**src/rtl/enum_pkg.sv**
```systemverilog
// Shared encodings for the RV32M multiply/divide unit.
//   muldiv_op_t   : instruction funct3 for the M-extension ops
//   MULDIV_FUNCT7 : funct7 that selects the M-extension in OP instructions
//   md_state_t    : control states of the iterative unit
//   op_is_div     : true for DIV/DIVU/REM/REMU (funct3 bit 2)
package enum_pkg;

  typedef enum logic [2:0] {
    MUL    = 3'b000,
    MULH   = 3'b001,
    MULHSU = 3'b010,
    MULHU  = 3'b011,
    DIV    = 3'b100,
    DIVU   = 3'b101,
    REM    = 3'b110,
    REMU   = 3'b111
  } muldiv_op_t;

  localparam logic [6:0] MULDIV_FUNCT7 = 7'b0000001;

  typedef enum logic [1:0] {
    IDLE = 2'd0,
    CALC = 2'd1,
    FIX  = 2'd2,
    DONE = 2'd3
  } md_state_t;

  function automatic logic op_is_div(input muldiv_op_t op);
    return op[2];
  endfunction

endpackage

```
**src/rtl/rv_muldiv_negate.sv**
```systemverilog
// Conditional two's complement.
//   val_i : input value (W bits)
//   neg_i : 1 = negate, 0 = pass through
//   res_o : result, wraps modulo 2^W
module rv_muldiv_negate #(
  parameter int W = 32
) (
  input  logic [W-1:0] val_i,
  input  logic         neg_i,
  output logic [W-1:0] res_o
);

  assign res_o = neg_i ? ((~val_i) + W'(1)) : val_i;

endmodule

```
**src/rtl/rv_muldiv_unit.sv**
```systemverilog
// Iterative RV32M multiply/divide unit (shift-add multiply, restoring divide).
// Operands are reduced to magnitudes on acceptance, the core iterates XLEN
// steps on magnitudes, and the sign is reapplied in FIX.
//   clk, rst_n          : clock, asynchronous active-low reset
//   start_i             : request, accepted when busy_o=0
//   op_i                : muldiv_op_t (funct3)
//   rs1_i, rs2_i        : operands
//   tag_i               : destination register tag
//   flush_i             : abort any in-flight op, drop a same-cycle request
//   busy_o              : op in flight (CALC or FIX)
//   done_o              : one-cycle completion strobe
//   result_o, tag_o     : result and tag of the last completed op (held)
module rv_muldiv_unit
  import enum_pkg::*;
#(
  parameter int XLEN  = 32,
  parameter int TAG_W = 5
) (
  input  logic             clk,
  input  logic             rst_n,
  input  logic             start_i,
  input  logic [2:0]       op_i,
  input  logic [XLEN-1:0]  rs1_i,
  input  logic [XLEN-1:0]  rs2_i,
  input  logic [TAG_W-1:0] tag_i,
  input  logic             flush_i,
  output logic             busy_o,
  output logic             done_o,
  output logic [XLEN-1:0]  result_o,
  output logic [TAG_W-1:0] tag_o
);

  localparam int CW = $clog2(XLEN);
  localparam logic [XLEN-1:0] MOST_NEG = {1'b1, {(XLEN-1){1'b0}}};

  md_state_t         state_q, state_d;
  muldiv_op_t        op_q, op_d;
  logic [TAG_W-1:0]  tag_q, tag_d;
  logic [CW-1:0]     count_q, count_d;
  logic              sign_a_q, sign_a_d, sign_b_q, sign_b_d;
  // Multiplicand (multiply) or divisor (divide), as a magnitude.
  logic [XLEN-1:0]   opnd_q, opnd_d;
  // Multiply: {high partial product, remaining multiplier bits}.
  // Divide:   {partial remainder, dividend bits shifting into quotient}.
  logic [2*XLEN-1:0] prod_q, prod_d;
  logic              busy_q, busy_d, done_q, done_d;
  logic [XLEN-1:0]   result_q, result_d;
  logic [TAG_W-1:0]  res_tag_q, res_tag_d;

  muldiv_op_t        in_op;
  logic              in_sign_a, in_sign_b, div_zero, div_ovf;
  logic [XLEN-1:0]   abs_a, abs_b;
  logic [XLEN:0]     mul_sum, div_trial;
  logic [2*XLEN-1:0] mul_next, div_next, prod_fix;
  logic [XLEN-1:0]   quo_fix, rem_fix;

  assign in_op = muldiv_op_t'(op_i);
  // rs1 is signed for MULH/MULHSU/DIV/REM, rs2 for MULH/DIV/REM. MUL is
  // treated as unsigned: its low half is sign-agnostic.
  assign in_sign_a = rs1_i[XLEN-1] &
                     (in_op == MULH || in_op == MULHSU || in_op == DIV || in_op == REM);
  assign in_sign_b = rs2_i[XLEN-1] &
                     (in_op == MULH || in_op == DIV || in_op == REM);
  assign div_zero  = op_is_div(in_op) && (rs2_i == '0);
  assign div_ovf   = (in_op == DIV || in_op == REM) && (rs1_i == MOST_NEG) && (&rs2_i);

  // Magnitudes fit in XLEN unsigned bits (|MOST_NEG| = 2^(XLEN-1)), so the
  // magnitude product plus a 2*XLEN-bit negate is exact for every sign mix,
  // including MULHSU with a negative rs1.
  rv_muldiv_negate #(.W(XLEN)) u_abs_a (.val_i(rs1_i), .neg_i(in_sign_a), .res_o(abs_a));
  rv_muldiv_negate #(.W(XLEN)) u_abs_b (.val_i(rs2_i), .neg_i(in_sign_b), .res_o(abs_b));

  // Shift-add step: add multiplicand into the high half, shift right by one.
  assign mul_sum  = {1'b0, prod_q[2*XLEN-1:XLEN]} + (prod_q[0] ? {1'b0, opnd_q} : '0);
  assign mul_next = {mul_sum, prod_q[XLEN-1:1]};

  // Restoring step: shift remainder left by one, trial subtract; a borrow
  // (MSB set) means restore and a quotient bit of 0.
  assign div_trial = prod_q[2*XLEN-1:XLEN-1] - {1'b0, opnd_q};
  assign div_next  = {(div_trial[XLEN] ? prod_q[2*XLEN-2:XLEN-1] : div_trial[XLEN-1:0]),
                      prod_q[XLEN-2:0], ~div_trial[XLEN]};

  rv_muldiv_negate #(.W(2*XLEN)) u_fix_prod (
    .val_i(prod_q), .neg_i(sign_a_q ^ sign_b_q), .res_o(prod_fix));
  rv_muldiv_negate #(.W(XLEN)) u_fix_quo (
    .val_i(prod_q[XLEN-1:0]), .neg_i(sign_a_q ^ sign_b_q), .res_o(quo_fix));
  rv_muldiv_negate #(.W(XLEN)) u_fix_rem (
    .val_i(prod_q[2*XLEN-1:XLEN]), .neg_i(sign_a_q), .res_o(rem_fix));

  always_comb begin
    state_d   = state_q;
    op_d      = op_q;
    tag_d     = tag_q;
    count_d   = count_q;
    sign_a_d  = sign_a_q;
    sign_b_d  = sign_b_q;
    opnd_d    = opnd_q;
    prod_d    = prod_q;
    result_d  = result_q;
    res_tag_d = res_tag_q;

    case (state_q)
      IDLE, DONE: begin
        state_d = IDLE;
        if (start_i) begin
          op_d     = in_op;
          tag_d    = tag_i;
          sign_a_d = in_sign_a;
          sign_b_d = in_sign_b;
          count_d  = CW'(XLEN - 1);
          if (div_zero) begin
            state_d   = DONE;
            result_d  = in_op[1] ? rs1_i : '1;
            res_tag_d = tag_i;
          end else if (div_ovf) begin
            state_d   = DONE;
            result_d  = in_op[1] ? '0 : rs1_i;
            res_tag_d = tag_i;
          end else begin
            state_d = CALC;
            opnd_d  = op_is_div(in_op) ? abs_b : abs_a;
            prod_d  = {{XLEN{1'b0}}, (op_is_div(in_op) ? abs_a : abs_b)};
          end
        end
      end
      CALC: begin
        prod_d = op_is_div(op_q) ? div_next : mul_next;
        if (count_q == '0) state_d = FIX;
        else               count_d = count_q - CW'(1);
      end
      FIX: begin
        state_d   = DONE;
        res_tag_d = tag_q;
        case (op_q)
          MUL:                 result_d = prod_fix[XLEN-1:0];
          MULH, MULHSU, MULHU: result_d = prod_fix[2*XLEN-1:XLEN];
          DIV, DIVU:           result_d = quo_fix;
          default:             result_d = rem_fix;
        endcase
      end
      default: state_d = IDLE;
    endcase

    if (flush_i) begin
      state_d   = IDLE;
      result_d  = result_q;
      res_tag_d = res_tag_q;
    end

    busy_d = (state_d == CALC) || (state_d == FIX);
    done_d = (state_d == DONE);
  end

  always_ff @(posedge clk or negedge rst_n) begin
    if (!rst_n) begin
      state_q   <= IDLE;
      op_q      <= MUL;
      tag_q     <= '0;
      count_q   <= '0;
      sign_a_q  <= 1'b0;
      sign_b_q  <= 1'b0;
      opnd_q    <= '0;
      prod_q    <= '0;
      busy_q    <= 1'b0;
      done_q    <= 1'b0;
      result_q  <= '0;
      res_tag_q <= '0;
    end else begin
      state_q   <= state_d;
      op_q      <= op_d;
      tag_q     <= tag_d;
      count_q   <= count_d;
      sign_a_q  <= sign_a_d;
      sign_b_q  <= sign_b_d;
      opnd_q    <= opnd_d;
      prod_q    <= prod_d;
      busy_q    <= busy_d;
      done_q    <= done_d;
      result_q  <= result_d;
      res_tag_q <= res_tag_d;
    end
  end

  assign busy_o   = busy_q;
  assign done_o   = done_q;
  assign result_o = result_q;
  assign tag_o    = res_tag_q;

endmodule

```
**config.mk**
```make
export PLATFORM = sky130hd
export DESIGN_NAME = rv_muldiv_unit
export DESIGN_NICKNAME = d
export VERILOG_FILES = /design/src/rtl/enum_pkg.sv /design/src/rtl/rv_muldiv_negate.sv /design/src/rtl/rv_muldiv_unit.sv
export SDC_FILE = /design/constraint.sdc
export NUM_CORES = 1
export LEC_CHECK = 0
export CAP_MARGIN = 20
export CORE_ASPECT_RATIO = 0.6
export CORE_UTILIZATION = 40
export CTS_CLUSTER_DIAMETER = 100
export DETAILED_ROUTE_END_ITERATION = 8
export PLACE_DENSITY = 0.61
export SYNTH_ARGS = -nofsm -noshare
export SYNTH_HDL_FRONTEND = slang
export SYNTH_HIERARCHICAL = 1
export SYNTH_SLANG_ARGS = --single-unit
export TNS_END_PERCENT = 50
```
**constraint.sdc**
```tcl
create_clock -name clk -period 4.6 [get_ports clk]
set_input_delay 0.69 -clock clk [delete_from_list [all_inputs] [get_ports clk]]
set_output_delay 0.69 -clock clk [all_outputs]
set_load 0.01 [all_outputs]
```
==> flow_summary_export.csv <==
group,metric,value,unit
floorplan,die_h,165,um
timing,slew_headroom,30.4,%
clock_network,cts_root_buf,"clkbuf_16",
clock_network,cts_setup_buffers,0,
floorplan,std_cell_rows,59,
timing,setup_ws,0.784,ns
yosys,yosysSeqAreaShare,21.6,%
power,power.total,0.0131,W
timing,tightestPinTransition,1.03,ns
global_route,antenna_found_initial,1,
setup_path,critPathKind,"reg2reg",
power,power.leakage,7.85,nW
setup_path,endpoint_kind,"register",
floorplan,dieArea,44900,um2
floorplan,core-area,43400,um2
layout,area_growth,15.0,%
yosys,synth_edf_count,0,
route,drcViolationCount,0,
clock_network,clockBufferDepth,2,
timing,fin_crit_sh,83.0,%
yosys,yosysTopAreaCell,"dfrtp_1",
yosys,ys.flop_type,"dfrtp_1",
setup_path,required,4.98,ns
route,antenna_left,0,
clock_network,cts_max_level,4,
clock_network,cts_tree,"built",
setup_path,ff2ff_setup_slack,0.78,ns
place,numPortBuffers,114,
global_route,gr-total-overflow,0,
timing,setup_violations,0,
layout,nFillCells,4241,
yosys,synth.avg_cell_area,8.08,um2
floorplan,die_x,273,um
hold_path,hold_path.class,"in2async",
layout,multiInputGateArea,13000,um2
place,gp_congestion,0.993,
timing,final.min_clock_period,3.82,ns
clock_network,ctsResizeCount,0,
setup_path,crit-reg2reg-capture,"prod_q[63]$_DFFE_PN0P_",
clock_network,insertion_delay,0.46,ns
timing,final_hold_viol_count,0,
outcome,outcome,"finished, final reports clean",
power,p_per_area,647,nW/um2
route,routedWlPerCell,23.8,um
yosys,ys_warn_count,6,
route,firstDrtPassIters,5,
setup_path,path_max_fanout,9,
setup_path,r2r_start,"prod_q[31]$_DFFE_PN0P_",
layout,ff_latch_area,3800,um2
power,vdd_ir_drop_max,0.369,mV
timing,finalSetupTns,0,ns
floorplan,io_pins,115,
global_route,grt_max_degree,101,
layout,drive_gt1_share,11.3,%
clock_network,cts-hold-fix-buffers,0,
route,via_count,18200,
layout,nets,2419,
run,maxCapViolations,0,
route,vias_per_cell,6.37,
yosys,ys_async_sr_fraction,100,%
clock_network,clk_pin_slew,0.08,ns
setup_path,ff2ff_path_depth,11,
timing,maxSlewViolCount,0,
timing,clock_skew,0.0136,ns
yosys,synthDistinctLibCells,92,
timing,max_clock_freq,0.262,GHz
global_route,grtUsageTotal,29.9,%
route,initialDrtViolationCount,2193,
yosys,syn_inst,2182,
timing,holdWs,0.0899,ns
clock_network,cts_sinks,152,
clock_network,cts_made_buffers,17,
yosys,synth.net_count,2334,
route,wirelength,68000,um
floorplan,initial_core_util,40.6,%
yosys,synth.area.top_cells,"dfrtp_1 22%, xnor2_1 10%, o21ai_0 5.6%",
setup_path,startpoint_type,"register",
place,hpwl,52700,um
yosys,synth_area,17600,um2
timing,rsz0062_at_grt,"false",
setup_path,crit_start,"prod_q[31]$_DFFE_PN0P_",
setup_path,critPathCapture,"prod_q[63]$_DFFE_PN0P_",
place,place_ws,0.544,ns
global_route,grt_pass1_wl,102000,um
setup_path,critPathArrivalTime,4.20,ns
place,placed_cells,2825,
global_route,grt_pass1_vias,16000,
yosys,synth_top_area_share,21.6,%
yosys,ys_ff_latch,152,
layout,fin_cells,2860,
## layer usage
metal	global-route usage, %	part of all wire [%]	up-vias
met5	0	0	-
li1	-	-	8280
met4	5.18	1.2	0
met2	37.4	37	960
met3	9.71	12	66
met1	47.7	49	8898
## registers in the layout, indices dropped and copies added, names as in the netlist
| signal | flops |
|---|---|
| opnd_q | 32 |
| prod_q | 64 |
| count_q | 5 |
| tag_o | 5 |
| done_o | 1 |
| state_q | 2 |
| sign_b_q | 1 |
| sign_a_q | 1 |
| tag_q | 5 |
| result_o | 32 |
| busy_o | 1 |
| op_q | 3 |
## cell families (layout without fill, tap and decap cells)
group | Yosys count | in the layout | share of synthesized area, %
muxes | 118 | 118 | 6.99
AOI/OAI and AO/OA | 701 | 701 | 27.8
xor gates and xnor gates | 239 | 239 | 11.9
buffers and inverters | 196 | 294 | 4.68
adders and majority gates | 76 | 76 | 5.48
DFF | 152 | 152 | 21.6
and+or+nand+nor | 700 | 700 | 21.5
other | 0 | 1 | 0
## worst max-delay path, stage by stage (launching register included)
cell and delay (ns):
dfrtp_1 0.49, inv_1 0.13, ha_1 0.19, nand2b_1 0.14, a21oi_1 0.11, nor4_1 0.52
o21ai_0 0.53, a2111oi_2 0.79, nor4b_1 0.17, o21a_1 0.21, o31a_1 0.29, a32oi_1 0.16
## final cells by class
type	count	area share [%]
diodes	1	0.0123
clock buffers	17	2.10
clock inverters	15	0.772
inverters	66	1.22
multi-input cells	1834	64.4
flip-flops and latches	152	18.8
well taps	579	3.58
repair buffers	196	9.19
## worst min-delay path by stage
stage	cells after the start	slack, ns	start	end
floorplan	0	0.39	rst_n	busy_o$_DFF_PN0_
global placement	1	0.48	result_o[10]$_DFFE_PN0P_	result_o[10]$_DFFE_PN0P_
detailed placement	1	0.48	result_o[2]$_DFFE_PN0P_	result_o[2]$_DFFE_PN0P_
CTS	1	0.42	rst_n	prod_q[55]$_DFFE_PN0P_
global route	1	0.1	rst_n	prod_q[55]$_DFFE_PN0P_
finish	1	0.09	rst_n	prod_q[55]$_DFFE_PN0P_
## placed cells by master (no fill, tap or decap), drive strengths merged, types with 7 or more instances in the layout
| cell | n |
|---|---|
| or4 | 19 |
| buf | 84 |
| clkdlybuf4s50 | 112 |
| nand2 | 235 |
| nor4 | 44 |
| a211oi | 8 |
| o31ai | 64 |
| ha | 74 |
| nor2b | 10 |
| nand4 | 36 |
| o41ai | 51 |
| inv | 75 |
| a21oi | 123 |
| a22oi | 14 |
| xor2 | 32 |
| nand2b | 28 |
| or3 | 18 |
| nor2 | 169 |
| mux2i | 78 |
| a31oi | 11 |
| nand3 | 29 |
| and2 | 37 |
| clkbuf | 17 |
| o21ai | 205 |
| or2b | 8 |
| nor3 | 31 |
| o211ai | 13 |
| a21o | 19 |
| o21a | 43 |
| o221ai | 70 |
| xnor2 | 207 |
| dfrtp | 152 |
| mux2 | 40 |
| o31a | 7 |
| o22a | 31 |
| or2 | 13 |
## metrics by stage
| step | util, % | area (um2) |
|---|---|---|
| detailed placement | 45.2 | 19600 |
| global route | 46.7 | 20300 |
| global placement | 45.2 | 19600 |
| CTS | 46.6 | 20200 |
| finish | 46.7 | 20300 |
| floorplan | - | 17600 |
## where the power goes
| part | switching (W) | internal, W |
|---|---|---|
| Clock | 0.000715 | 0.000770 |
| Sequential | 0.000898 | 0.00188 |
| Combinational | 0.00508 | 0.00377 |
## Yosys cell counts, types with 13 or more instances
master	instances
o211ai_1	13
clkbuf_1	87
o221ai_1	70
inv_1	66
mux2_2	40
and2_1	37
o41ai_1	29
nand2_1	234
nand3_1	24
dfrtp_1	152
nand2b_1	28
a22oi_1	14
o31ai_1	57
buf_2	17
mux2i_1	78
ha_1	74
nor3_1	29
o41ai_2	21
nor4_4	17
o22a_1	31
xor2_1	32
nand4_1	34
a21o_1	19
or3_1	15
nor2_1	167
a21oi_1	122
xnor2_1	207
o21a_1	43
o21ai_0	198
nor4_1	25
Power figures use the tool's default switching activity.
